File: config.mk
export PLATFORM = sky130hd
export DESIGN_NAME = microprocessor
export DESIGN_NICKNAME = d
export VERILOG_FILES = /design/src/rtl/microprocessor_pkg.sv /design/src/rtl/microprocessor_seven_seg_decoder.sv /design/src/rtl/microprocessor.sv
export SDC_FILE = /design/constraint.sdc
export NUM_CORES = 1
export LEC_CHECK = 0
export CAP_MARGIN = 20
export CORE_ASPECT_RATIO = 1.4
export CORE_UTILIZATION = 45
export CTS_BUF_LIST = sky130_fd_sc_hd__clkbuf_2 sky130_fd_sc_hd__clkbuf_4 sky130_fd_sc_hd__clkbuf_8
export CTS_CLUSTER_SIZE = 10
export DETAILED_ROUTE_END_ITERATION = 6
export GPL_TIMING_DRIVEN = 0
export PLACE_DENSITY_LB_ADDON = 0.15
export SLEW_MARGIN = 20
export SYNTH_ARGS = -nofsm -noshare
export SYNTH_HDL_FRONTEND = slang
export SYNTH_SLANG_ARGS = --single-unit
export TNS_END_PERCENT = 1
File: constraint.sdc
create_clock -name origclk -period 3.5 [get_ports origclk]
set_clock_uncertainty 0.15 [all_clocks]
set_input_delay 0.7 -clock origclk [delete_from_list [all_inputs] [get_ports origclk]]
set_output_delay 0.7 -clock origclk [all_outputs]
set_load 0.02 [all_outputs]
File: src/rtl/microprocessor_pkg.sv
// Shared definitions for the 8-bit teaching microprocessor: field widths,
// opcode encoding and the seven-segment glyph table.
package microprocessor_pkg;

  localparam int unsigned DATA_W    = 8;
  localparam int unsigned PC_W      = 8;
  localparam int unsigned ADDR_W    = 5;
  localparam int unsigned MEM_DEPTH = 32;
  localparam int unsigned NUM_REGS  = 4;
  localparam int unsigned FIELD_W   = 2;
  localparam int unsigned SEG_W     = 7;

  typedef enum logic [FIELD_W-1:0] {
    OP_ADD   = 2'b00,
    OP_LOAD  = 2'b01,
    OP_STORE = 2'b10,
    OP_JUMP  = 2'b11
  } opcode_e;

  // Active-high segments, bit0 = a ... bit6 = g.
  localparam logic [SEG_W-1:0] SEG_TABLE [16] = '{
    7'h3F, 7'h06, 7'h5B, 7'h4F, 7'h66, 7'h6D, 7'h7D, 7'h07,
    7'h7F, 7'h6F, 7'h77, 7'h7C, 7'h39, 7'h5E, 7'h79, 7'h71
  };

  function automatic logic [SEG_W-1:0] seg_encode(input logic [3:0] digit);
    return SEG_TABLE[digit];
  endfunction

endpackage

File: src/rtl/microprocessor_seven_seg_decoder.sv
// Hex nibble to seven-segment pattern, purely combinational.
module seven_seg_decoder
  import microprocessor_pkg::*;
(
  input  logic [3:0]       digit,
  output logic [SEG_W-1:0] segments
);

  always_comb segments = seg_encode(digit);

endmodule

File: src/rtl/microprocessor.sv
// Single-cycle 8-bit microprocessor with a 4-entry register file, 32-byte
// data memory, a step clock divider and seven-segment debug displays.
module microprocessor
  import microprocessor_pkg::*;
#(
  parameter int CLK_DIV = 1
) (
  input  logic              origclk,
  input  logic              reset,
  input  logic [DATA_W-1:0] instruction,
  output logic [PC_W-1:0]   pc,
  output logic [SEG_W-1:0]  display_low,
  output logic [SEG_W-1:0]  display_high,
  output logic [SEG_W-1:0]  display_op,
  output logic [SEG_W-1:0]  display_rs,
  output logic [SEG_W-1:0]  display_rt,
  output logic [SEG_W-1:0]  display_rd,
  output logic [4:0]        display_pc,
  output logic              display_clock
);

  localparam int unsigned DIV_W = (CLK_DIV > 1) ? $clog2(CLK_DIV) : 1;
  localparam logic [DIV_W-1:0] DIV_LAST = DIV_W'(CLK_DIV - 1);

  logic [DATA_W-1:0] regs [NUM_REGS];
  logic [DATA_W-1:0] mem  [MEM_DEPTH];

  logic [DIV_W-1:0] div_cnt;
  logic             step;

  opcode_e            op;
  logic [FIELD_W-1:0] rs, rt, rd;
  logic [ADDR_W-1:0]  imm2_off;
  logic [PC_W-1:0]    imm6_ext;
  logic [DATA_W-1:0]  rs_val, rt_val, mem_rdata;
  logic [ADDR_W-1:0]  addr;
  logic [DATA_W-1:0]  result;
  logic [PC_W-1:0]    pc_next;
  logic               reg_we;
  logic [FIELD_W-1:0] reg_waddr;
  logic [DATA_W-1:0]  reg_wdata;
  logic               mem_we;

  logic [DATA_W-1:0]  disp_result;
  logic [FIELD_W-1:0] disp_op, disp_rs, disp_rt, disp_rd;

  always_comb step = (div_cnt == DIV_LAST);

  always_comb begin
    op        = opcode_e'(instruction[7:6]);
    rs        = instruction[5:4];
    rt        = instruction[3:2];
    rd        = instruction[1:0];
    imm2_off  = {{3{instruction[1]}}, instruction[1:0]};
    imm6_ext  = {{2{instruction[5]}}, instruction[5:0]};
    rs_val    = regs[rs];
    rt_val    = regs[rt];
    // Addresses wrap within 32 bytes, so only the low five bits are summed.
    addr      = rs_val[ADDR_W-1:0] + imm2_off;
    mem_rdata = mem[addr];

    result    = '0;
    pc_next   = pc + 8'd1;
    reg_we    = 1'b0;
    reg_waddr = rd;
    reg_wdata = '0;
    mem_we    = 1'b0;

    case (op)
      OP_ADD: begin
        reg_we    = 1'b1;
        reg_waddr = rd;
        reg_wdata = rs_val + rt_val;
        result    = rs_val + rt_val;
      end
      OP_LOAD: begin
        reg_we    = 1'b1;
        reg_waddr = rt;
        reg_wdata = mem_rdata;
        result    = mem_rdata;
      end
      OP_STORE: begin
        mem_we = 1'b1;
        result = rt_val;
      end
      OP_JUMP: begin
        pc_next = pc + 8'd1 + imm6_ext;
        result  = '0;
      end
      default: ;
    endcase
  end

  always_ff @(posedge origclk or negedge reset) begin
    if (!reset) begin
      div_cnt       <= '0;
      pc            <= '0;
      regs          <= '{default: '0};
      for (int unsigned i = 0; i < MEM_DEPTH; i++) begin
        mem[i[ADDR_W-1:0]] <= {3'b000, i[ADDR_W-1:0]};
      end
      disp_result   <= '0;
      disp_op       <= '0;
      disp_rs       <= '0;
      disp_rt       <= '0;
      disp_rd       <= '0;
      display_pc    <= '0;
      display_clock <= 1'b0;
    end else begin
      div_cnt <= step ? '0 : div_cnt + 1'b1;
      if (step) begin
        pc <= pc_next;
        if (reg_we) regs[reg_waddr] <= reg_wdata;
        if (mem_we) mem[addr] <= rt_val;
        disp_result   <= result;
        disp_op       <= instruction[7:6];
        disp_rs       <= rs;
        disp_rt       <= rt;
        disp_rd       <= rd;
        display_pc    <= pc[4:0];
        display_clock <= ~display_clock;
      end
    end
  end

  seven_seg_decoder u_seg_low  (.digit(disp_result[3:0]),   .segments(display_low));
  seven_seg_decoder u_seg_high (.digit(disp_result[7:4]),   .segments(display_high));
  seven_seg_decoder u_seg_op   (.digit({2'b00, disp_op}),   .segments(display_op));
  seven_seg_decoder u_seg_rs   (.digit({2'b00, disp_rs}),   .segments(display_rs));
  seven_seg_decoder u_seg_rt   (.digit({2'b00, disp_rt}),   .segments(display_rt));
  seven_seg_decoder u_seg_rd   (.digit({2'b00, disp_rd}),   .segments(display_rd));

endmodule

* Word level (Yosys, flattened, before mapping)
Memories as Yosys holds them, arrays and structs flattened.
Cells that the tools add are included.
** Word-level totals
- Word-level logic and storage cells :: 123
- Bits in registers :: 319
- Bits of input ports :: 10
- RAM bits :: 0
- Latch bits :: 0
- Memories kept :: 6
- Bits in read-only memories :: 672
- Output and inout port bits :: 56
** Memory list
- (no name shown) :: depth 16, bits a word 7, rd ports 1, clocked after memory_dff 0, write ports 0, RTL line microprocessor_pkg.sv:27 : return SEG_TABLE[digit];
- (no name shown) :: depth 16, bits a word 7, rd ports 1, clocked after memory_dff 0, write ports 0, RTL line microprocessor_pkg.sv:27
- (no name shown) :: depth 16, bits a word 7, rd ports 1, clocked after memory_dff 0, write ports 0, RTL line microprocessor_pkg.sv:27
- (no name shown) :: depth 16, bits a word 7, rd ports 1, clocked after memory_dff 0, write ports 0, RTL line microprocessor_pkg.sv:27
- (no name shown) :: depth 16, bits a word 7, rd ports 1, clocked after memory_dff 0, write ports 0, RTL line microprocessor_pkg.sv:27
- (no name shown) :: depth 16, bits a word 7, rd ports 1, clocked after memory_dff 0, write ports 0, RTL line microprocessor_pkg.sv:27
** Operators by class
- Shift operators :: 0
- Mux-type cells :: 34
- Reduce and logical (&&, ||, !) cells :: 6
- Equality and inequality tests :: 3
- Bitwise logic cells :: 12
- $lt $le $gt $ge :: 12
- Multipliers :: 0
- Add/sub/neg operators :: 5
- Divide/modulo/power cells :: 0
** Operator list (number)
- bitwise mux 256 bit :: 1
- two-way mux 7 bit :: 12
- two-way mux 8 bit :: 9
- binary-select mux 8 bit (select 5 bit) :: 1
- demux 8 bit (select 5 bit) :: 1
- binary-select mux 8 bit (select 2 bit) :: 2
- bitwise mux 32 bit :: 1
- case mux 8 bit (4 select lines) :: 1
- greater-or-equal comparator 5 bit (second input constant) :: 6
- inverter 2 -> 5 bit :: 4
- adder 8 bit :: 2
- demux 8 bit (select 2 bit) :: 1
- case mux 8 bit (2 select lines) :: 1
- inverter 4 -> 5 bit :: 2
- greater-or-equal comparator 3 bit (second input constant) :: 3
- inverter 2 -> 3 bit :: 3
- adder 8 x 1 -> 8 bit (second input constant) :: 1
- greater-or-equal comparator 6 bit (second input constant) :: 1
- less-than comparator 6 x 1 -> 1 bit (second input constant) :: 1
- inverter 5 -> 6 bit :: 1
- adder 5 bit :: 1
- equality test 2 bit (second input constant) :: 2
- AND reduction 2 bit :: 2
- less-than comparator 3 x 1 -> 1 bit (second input constant) :: 1
- 8 further kinds :: 12

* Logic depth before layout (Yosys ltp)
Gate-level depths: netlist (run 1).
- Word-level depth :: 11
- Depth in mapped cells :: 11
- Depth with buffers taken out :: 10

* Modules after synthesis
From an unflattened synthesis (run 1), not the netlist that was laid out.
** Second synthesis, totals
- Cells, all modules :: 1222
- Area total of the unflattened synthesis :: 17211.5 µm²
** By module, submodules not included
- microprocessor :: cells each 1024, area each 15447.3 µm², seq. area each 8057.7 µm², times used 1
- seven_seg_decoder :: cells each 33, area each 294.0 µm², seq. area each 0.0 µm², times used 6

* Worst setup path after synthesis (run 1)
No wires, ideal clock.
- Path kind :: input -> register
- Start :: input port instruction[4]
- End :: register regs[31] in the netlist's numbering
- Buffers on the path :: 4
- Cell stages on the path :: 11
- Slack :: -0.830 ns
- Setup time :: 0.150 ns
- Required time :: 3.200 ns
- Arrival time :: 4.030 ns
- Path through :: buf_6 mux4_2 ha_1 fa_1 clkbuf_1 buf_2 clkbuf_1 mux4_2 mux4_2 a22oi_1 a41oi_1
** Between the ends
- Cells in the longest elaborated chain, start to end :: 11
- Elaborated cells between the ends (all ways) :: 12
- Those cells by class :: add/sub (2); mux (8); bitwise (2)
** RTL lines
- from (decl) :: RTL line microprocessor.sv:10 : input logic [DATA_W-1:0] instruction,
- inverter 2 -> 3 bit (implied by the code) * :: RTL line microprocessor.sv:56 : rs_val = regs[rs];
- binary-select mux 8 bit (select 2 bit) * :: RTL line microprocessor.sv:56
- two-way mux 8 bit (implied by the code) * (2 in series) :: RTL line microprocessor.sv:56
- adder 5 bit :: RTL line microprocessor.sv:59 : addr = rs_val[ADDR_W-1:0] + imm2_off;
- inverter 5 -> 6 bit (implied by the code) :: RTL line microprocessor.sv:60 : mem_rdata = mem[addr];
- binary-select mux 8 bit (select 5 bit) :: RTL line microprocessor.sv:60
- two-way mux 8 bit (implied by the code) (2 in series) :: RTL line microprocessor.sv:60
- case mux 8 bit (2 select lines) * :: RTL line microprocessor.sv:69 : case (op)
- bitwise mux 32 bit * :: RTL line microprocessor.sv:113 : if (reg_we) regs[reg_waddr] <= reg_wdata;
- to (signal, indexed assignment) :: RTL line microprocessor.sv:113
- to (decl) :: RTL line microprocessor.sv:25 : logic [DATA_W-1:0] regs [NUM_REGS];
Every way passes the cells marked *; elsewhere a longest branch is shown, timed or not. The select of a mux whose other input is x is not followed.
A chain may end at the register's enable or synchronous reset.

* Worst setup path in the final report (run 1)
- Start :: input port instruction[4]
- End :: register disp_result[0]
** Between the ends
- Cells in the longest elaborated chain, start to end :: 10
- Elaborated cells between the ends (all ways) :: 11
- Those cells by class :: add/sub (2); mux (7); bitwise (2)
** RTL lines
- inverter 2 -> 3 bit (implied by the code) * :: RTL line microprocessor.sv:56
- binary-select mux 8 bit (select 2 bit) * :: RTL line microprocessor.sv:56
- two-way mux 8 bit (implied by the code) * (2 in series) :: RTL line microprocessor.sv:56
- adder 5 bit :: RTL line microprocessor.sv:59
- inverter 5 -> 6 bit (implied by the code) :: RTL line microprocessor.sv:60
- binary-select mux 8 bit (select 5 bit) :: RTL line microprocessor.sv:60
- two-way mux 8 bit (implied by the code) (2 in series) :: RTL line microprocessor.sv:60
- case mux 8 bit (4 select lines) * :: RTL line microprocessor.sv:69
- via result[0] :: RTL line microprocessor.sv:37 : logic [DATA_W-1:0] result;
- to (signal assigned) :: RTL line microprocessor.sv:115 : disp_result <= result;
- to (decl) :: RTL line microprocessor.sv:44 : logic [DATA_W-1:0] disp_result;
The timed path passes the listed nets; every way through them passes the cells marked *. The select of a mux whose other input is x is not followed.

==> impl_metrics.json, run 1 <==
{
  "status": "finished with violations",
  "failed_checks": "negative setup slack",
  "start_util_pct": 45.9,
  "ir_drop_mv": 0.411,
  "worst_slew_margin_rel_pct": 38.7,
  "setup_ws_ns": -0.316,
  "path_clk_slew_ns": 0.06,
  "yosys-top-cells-count": "mux2_2 (244), dfrtp_1 (238), mux4_2 (98), dfstp_2 (80), nand2_1 (59)",
  "fill_cells": 2935,
  "crit_path_end_kind": "flip-flop",
  "core_area_sq_um": 35100,
  "setup_viol": 140,
  "p_comb_share_pct": 47.5,
  "synth_edf_count": 0,
  "power.switching_mw": 6.67,
  "cts_buffer_depth": 3,
  "place_area_sq_um": 17500,
  "yosysMostFrequentCell": "mux2_2",
  "fin_area_sq_um": 19300,
  "drc_errors": 0,
  "viasPerCell": 5.78,
  "synthTopCellsByArea": "dfrtp_1 (37%), mux2_2 (17%), mux4_2 (14%)",
  "num_io_pins": 66,
  "routed_wl_microns": 44400,
  "grt_pass1_vias": 10900,
  "yosysUniqueCellTypes": 60,
  "clockPowerShare_pct": 19.3,
  "yosysWarnings": 0,
  "hold_class": "in2reg",
  "syn-cell-area_sq_um": 16100,
  "clock_latency_ns": 0.61,
  "rows": 81,
  "path_max_fanout": 7,
  "rsz0062_at_grt": "yes",
  "cpPeakStageDelay_ns": 0.55,
  "path_buf_inv": 5,
  "dr.pass1.iters": 4,
  "period_share_pct": 109,
  "nets": 1303,
  "async_flop_share_pct": 100,
  "cap_violations": 0,
  "worst_pin_slew_ns": 0.917,
  "numCtsBuffers": 51,
  "yosysTopAreaCell": "dfrtp_1",
  "p_leak_nw": 8.51,
  "ant_nets": 0,
  "dieArea_sq_um": 36500,
  "crit_path_cell_trace": "clkbuf_4 > buf_12 > mux4_2 > ha_4 > fa_2 > clkbuf_16 > buf_12 > bufbuf_16 > mux4_2 > mux4_2 > o22ai_4 > o21ai_2",
  "avgSynthCellArea_sq_um": 14.4,
  "die_w_microns": 162,
  "cp_common_cell": "mux4_2",
  "fin_util_pct": 54.9,
  "cts.sinks": 318,
  "via_count": 10100,
  "h-tree-depth": 2,
  "intPower_mw": 11.2,
  "routedWlPerCell_microns": 25.3,
  "gp_congestion": 0.878,
  "critical_path_class": "in2reg",
  "hold_violations": 0,
  "antenna_found_initial": 0,
  "slowest_stage": "mux4_2",
  "die_h_microns": 226,
  "multi_input_area_sq_um": 7870,
  "clockRootBuffer": "clkbuf_8",
  "hpwl_microns": 30800,
  "cts_tree": "yes",
  "synth_seq_cells": 318,
  "grt_usage_pct": 25.6,
  "dp.cells": 1642,
  "drt_iter0_markers": 600,
  "stdcell_count": 1755,
  "seq_area_sq_um": 8060,
  "syn_inst": 1119,
  "required_ns": 3.80,
  "switching_share_pct": 37.4,
  "ys.flop_type": "dfrtp_1",
  "path_delay_family": "multiplexers",
  "worstSetupStartpointType": "primary input",
  "p_seq_share_pct": 33.2,
  "powerDensity_nw_per_um2": 925,
  "grt_max_degree": 101,
  "final_layout_size_suffix_gt1_share_pct": 51.1,
  "grt_pass1_wl_microns": 67900,
  "port_buffers": 61,
  "syn_to_final_growth_pct": 19.6,
  "overflow": 0,
  "drv_slew": 0,
  "max_freq_ghz": 0.262,
  "yosysTopAreaCellShare_pct": 37.0,
  "post-route-min-period_ns": 3.82,
  "worst_ep_arrival_time_ns": 4.11,
  "seq_area_frac_synth_pct": 50.1
}
-- layout make-up --
| cell class | instances | share of cell area (%) |
|---|---|---|
| buffer | 79 | 3.29 |
| timing repair buffer | 82 | 4.73 |
| sequential | 318 | 41.9 |
| inverter | 26 | 0.507 |
| clock buffer | 83 | 5.45 |
| clock inverter | 12 | 0.344 |
| antenna | 1 | 0.0130 |
| multi-input combinational | 698 | 40.9 |
| tap | 456 | 2.96 |
-- cells by family after synthesis --
family / share of synthesized area, %
AO/OA/AOI/OAI: 4.49
XOR/XNOR: 1.47
adder cells (fa/ha/maj): 3.02
buffers and inverters: 3.13
flip-flops: 50.1
multiplexers: 32.5
other: 0.0233
AND/OR/NAND/NOR: 5.25
-- layer usage --
layer  vias to the layer above  track usage, %  routed length, microns
met1                      5296            28.5                   16200
li1                       4431               -                       -
met4                         0            14.7                    2680
met5                         -               0                       0
met2                       299            46.1                   23400
met3                       122            4.08                    2130
-- cells in the final DEF, fill, tap and decap left out, types with 6 or more instances in the layout --
cell             count
a21oi_1             18
inv_1               26
o21ai_0             21
nand3_2              7
clkbuf_1            30
mux4_2              98
o21ai_1              8
nor2_1              24
a21o_1               8
dfstp_2             80
o31ai_1             22
clkbuf_2             6
xor2_1               8
buf_4               29
xnor2_1             12
clkinv_2            10
buf_6                7
nand2_1             57
nand2b_1             9
dfrtp_1            238
clkbuf_4            18
mux2_4              18
nor2b_1              6
mux2_2             242
ha_1                33
nor2_4              19
clkdlybuf4s50_1     56
clkbuf_8            71
-- state kept, by name, summed over array words and instances (netlist names), 5 cells and up --
| signal | count |
|---|---|
| regs | 32 |
| mem | 256 |
| pc | 8 |
| disp_result | 8 |
| display_pc | 5 |
-- stage by stage --
stage          total power [mW]  setup TNS (ns)  worst slack (ns)  hold WS (ns)
6_report                   17.8          -15.53            -0.316         0.148
5_1_grt                    18.8          -28.67            -0.366         0.132
4_1_cts                    17.8          -24.11            -0.263         0.117
3_5_place_dp               13.5         -506.91             -2.17         0.257
3_3_place_gp               13.4        -4051.47            -12.26         0.264
2_1_floorplan              11.1          -55.25            -0.363         0.254
-- worst paths after layout --
path / startpoint / to / slack [ns] / depth (start not counted)
max: instruction[4] / disp_result[0]$_DFF_PN0_ / -0.32 / 12
min: instruction[4] / disp_rs[0]$_DFF_PN0_ / 0.15 / 1
max reg2reg: regs[24]$_DFFE_PN0P_ / disp_result[0]$_DFF_PN0_ / -0.31 / 10
min reg2reg: display_clock$_DFF_PN0_ / display_clock$_DFF_PN0_ / 0.28 / 1
max in group asynchronous: reset / mem[225]$_DFFE_PN1P_ / 1.09 / 5
min in group asynchronous: reset / disp_result[1]$_DFF_PN0_ / 0.39 / 2
-- power by group through the flow --
stage	clock (mW)	sequential (mW)	combinational, mW
finish	3.43	5.92	8.46
global route	3.69	6.09	8.98
CTS	3.51	5.91	8.40
detailed placement	0	5.97	7.58
global placement	0	5.93	7.46
floorplan	0	5.82	5.23
-- timing repair --
item | in CTS | in global routing
setup endpoints to repair | 296 | 297
pin swaps | 35 | 6
gates resized for setup | 97 | 18
buffers inserted | 13 | 1
endpoints found under the hold margin | 20 | 0
hold buffers | 1 | 0
cloned | 3 | 0
No activity file was read; power rests on OpenSTA's default activity.
==> run 2, diff against run 1 <==
Settings changed: CORE_UTILIZATION 45 to 35.
==> impl_metrics.json, run 2 (same netlist as run 1, synthesis figures left out) <==
{
  "fin_tns_setup_ns": -23.51,
  "crit_path_end_kind": "flip-flop",
  "nets": 1308,
  "cts_tree": "yes",
  "reg_top3": "mem x256, regs x32",
  "hpwl_microns": 32900,
  "p_total_mw": 17.8,
  "grt_max_degree": 96,
  "cpPeakStageDelay_ns": 0.57,
  "path_clk_slew_ns": 0.06,
  "viasPerCell": 5.31,
  "drv_slew": 0,
  "grt_usage_pct": 20.7,
  "period_share_pct": 109,
  "p_leak_nw": 8.52,
  "gp_congestion": 0.883,
  "intPower_mw": 11.1,
  "fin_util_pct": 43.1,
  "h-tree-depth": 2,
  "cp_common_cell": "mux4_2",
  "antenna_found_initial": 1,
  "routedWlPerCell_microns": 24.5,
  "largest_register": "mem",
  "grt_pass1_wl_microns": 71000,
  "status": "finished with violations",
  "slowest_stage": "mux4_2",
  "worst_slew_margin_rel_pct": 39.9,
  "largest_reg_flops": 256,
  "required_ns": 3.80,
  "ir_drop_mv": 0.462,
  "port_buffers": 61,
  "clock_latency_ns": 0.60,
  "via_count": 10200,
  "hold_class": "in2reg",
  "hold_violations": 0,
  "die_w_microns": 183,
  "numCtsBuffers": 53,
  "worstSetupStartpointType": "primary input",
  "setup_viol": 242,
  "worst_ep_arrival_time_ns": 4.11,
  "die_h_microns": 256,
  "powerDensity_nw_per_um2": 915,
  "setup_ws_ns": -0.309,
  "post-route-min-period_ns": 3.81,
  "p_comb_share_pct": 47.6,
  "overflow": 0,
  "place_area_sq_um": 17700,
  "cts.sinks": 318,
  "dieArea_sq_um": 46900,
  "clockRootBuffer": "clkbuf_8",
  "rsz0062_at_grt": "yes",
  "crit_path_cell_trace": "buf_2 > buf_12 > mux4_2 > ha_4 > fa_2 > buf_8 > buf_12 > clkbuf_16 > mux4_2 > mux4_2 > o22ai_4 > o21ai_2",
  "syn_to_final_growth_pct": 21.1,
  "switching_share_pct": 37.9,
  "drc_errors": 0,
  "final_cell_mix": "mux2_2 (244), dfrtp_1 (238), mux4_2 (98)",
  "start_util_pct": 35.6,
  "power.switching_mw": 6.76,
  "dr.pass1.iters": 4,
  "failed_checks": "negative setup slack",
  "grt_pass1_vias": 10900,
  "fill_cells": 4172,
  "path_max_fanout": 8,
  "ant_nets": 0,
  "core_area_sq_um": 45200,
  "final_layout_size_suffix_gt1_share_pct": 52.3,
  "cts_buffer_depth": 3,
  "fin_area_sq_um": 19500,
  "routed_wl_microns": 47000,
  "clockPowerShare_pct": 19.1,
  "cap_violations": 0,
  "pre_cts_ws_ns": -2.26,
  "max_freq_ghz": 0.263,
  "num_io_pins": 66,
  "rows": 92,
  "critical_path_class": "in2reg",
  "final_common_cell": "mux2_2",
  "p_seq_share_pct": 33.3,
  "drt_iter0_markers": 459,
  "worst_pin_slew_ns": 0.899
}
==> run 2: changes by cell type in the layout (fill, tap and decap cells not counted), sizes merged, moves of 2 or more <==
cell          previous run  this run
dlymetal6s2s             0         2
clkinv                  10         5
clkbuf                 130       132
buf                     54        64
==> run 2: path summary, 6_finish.rpt <==
kind / from / end / slack, ns / depth (start not counted)
min in group asynchronous: reset / regs[19]$_DFFE_PN0P_ / 0.42 / 2
setup reg to reg: regs[24]$_DFFE_PN0P_ / disp_result[0]$_DFF_PN0_ / -0.30 / 10
max in group asynchronous: reset / mem[176]$_DFFE_PN1P_ / 1.35 / 5
hold reg to reg: display_clock$_DFF_PN0_ / display_clock$_DFF_PN0_ / 0.28 / 1
setup / recovery: instruction[4] / disp_result[0]$_DFF_PN0_ / -0.31 / 12
hold / removal: instruction[4] / disp_rs[0]$_DFF_PN0_ / 0.15 / 1
==> run 2: per-layer routing <==
layer	global-route usage [%]	wire length [microns]	part of all wire [%]
met1	23.6	17900	38
met2	37.5	24800	53
met3	3.10	1760	3.7
met4	10.2	2440	5.2
met5	0	0	0
==> run 2: layout make-up <==
cell class                 count  area, sq um  area share, %
clock inverter                 5         25.0          0.128
antenna                        1         2.50         0.0128
timing repair buffer          85          932           4.78
inverter                      26         97.6          0.501
multi-input combinational    698         7940           40.8
clock buffer                  91         1060           5.47
tap                          611          764           3.92
buffer                        79          598           3.07
sequential                   318         8060           41.4
==> run 2: per-stage QoR <==
step                      hold WS (ns)  std cells
final                            0.152       1914
after floorplan                  0.254       1122
after global routing             0.127       1914
after global placement           0.264       1794
after detailed placement         0.265       1798
after CTS                        0.105       1908
==> run 2: repair_timing <==
action                                 4_1_cts  5_1_grt
endpoints found under the hold margin       34        0
setup buffers                               14        5
setup endpoints to repair                  296      295
pin swaps                                   24       20
resized for setup                           97       30
cloned                                       0        0
hold buffers                                 1        0
==> run 2: critical path: cells and delay by family <==
family                   cells  cell delay [ns]
adder cells (fa/ha/maj)      2             0.72
AO/OA/AOI/OAI                2             0.47
buffers and inverters        5             0.72
multiplexers                 3             1.47
==> run 2: power groups by stage <==
stage          Combinational (mW)  Sequential [mW]  Clock [mW]
6_report                     8.49             5.93        3.40
5_1_grt                      9.02             6.11        3.67
4_1_cts                      8.38             5.93        3.53
3_5_place_dp                 7.75             5.98           0
3_3_place_gp                 7.65             5.94           0
2_1_floorplan                5.23             5.82           0
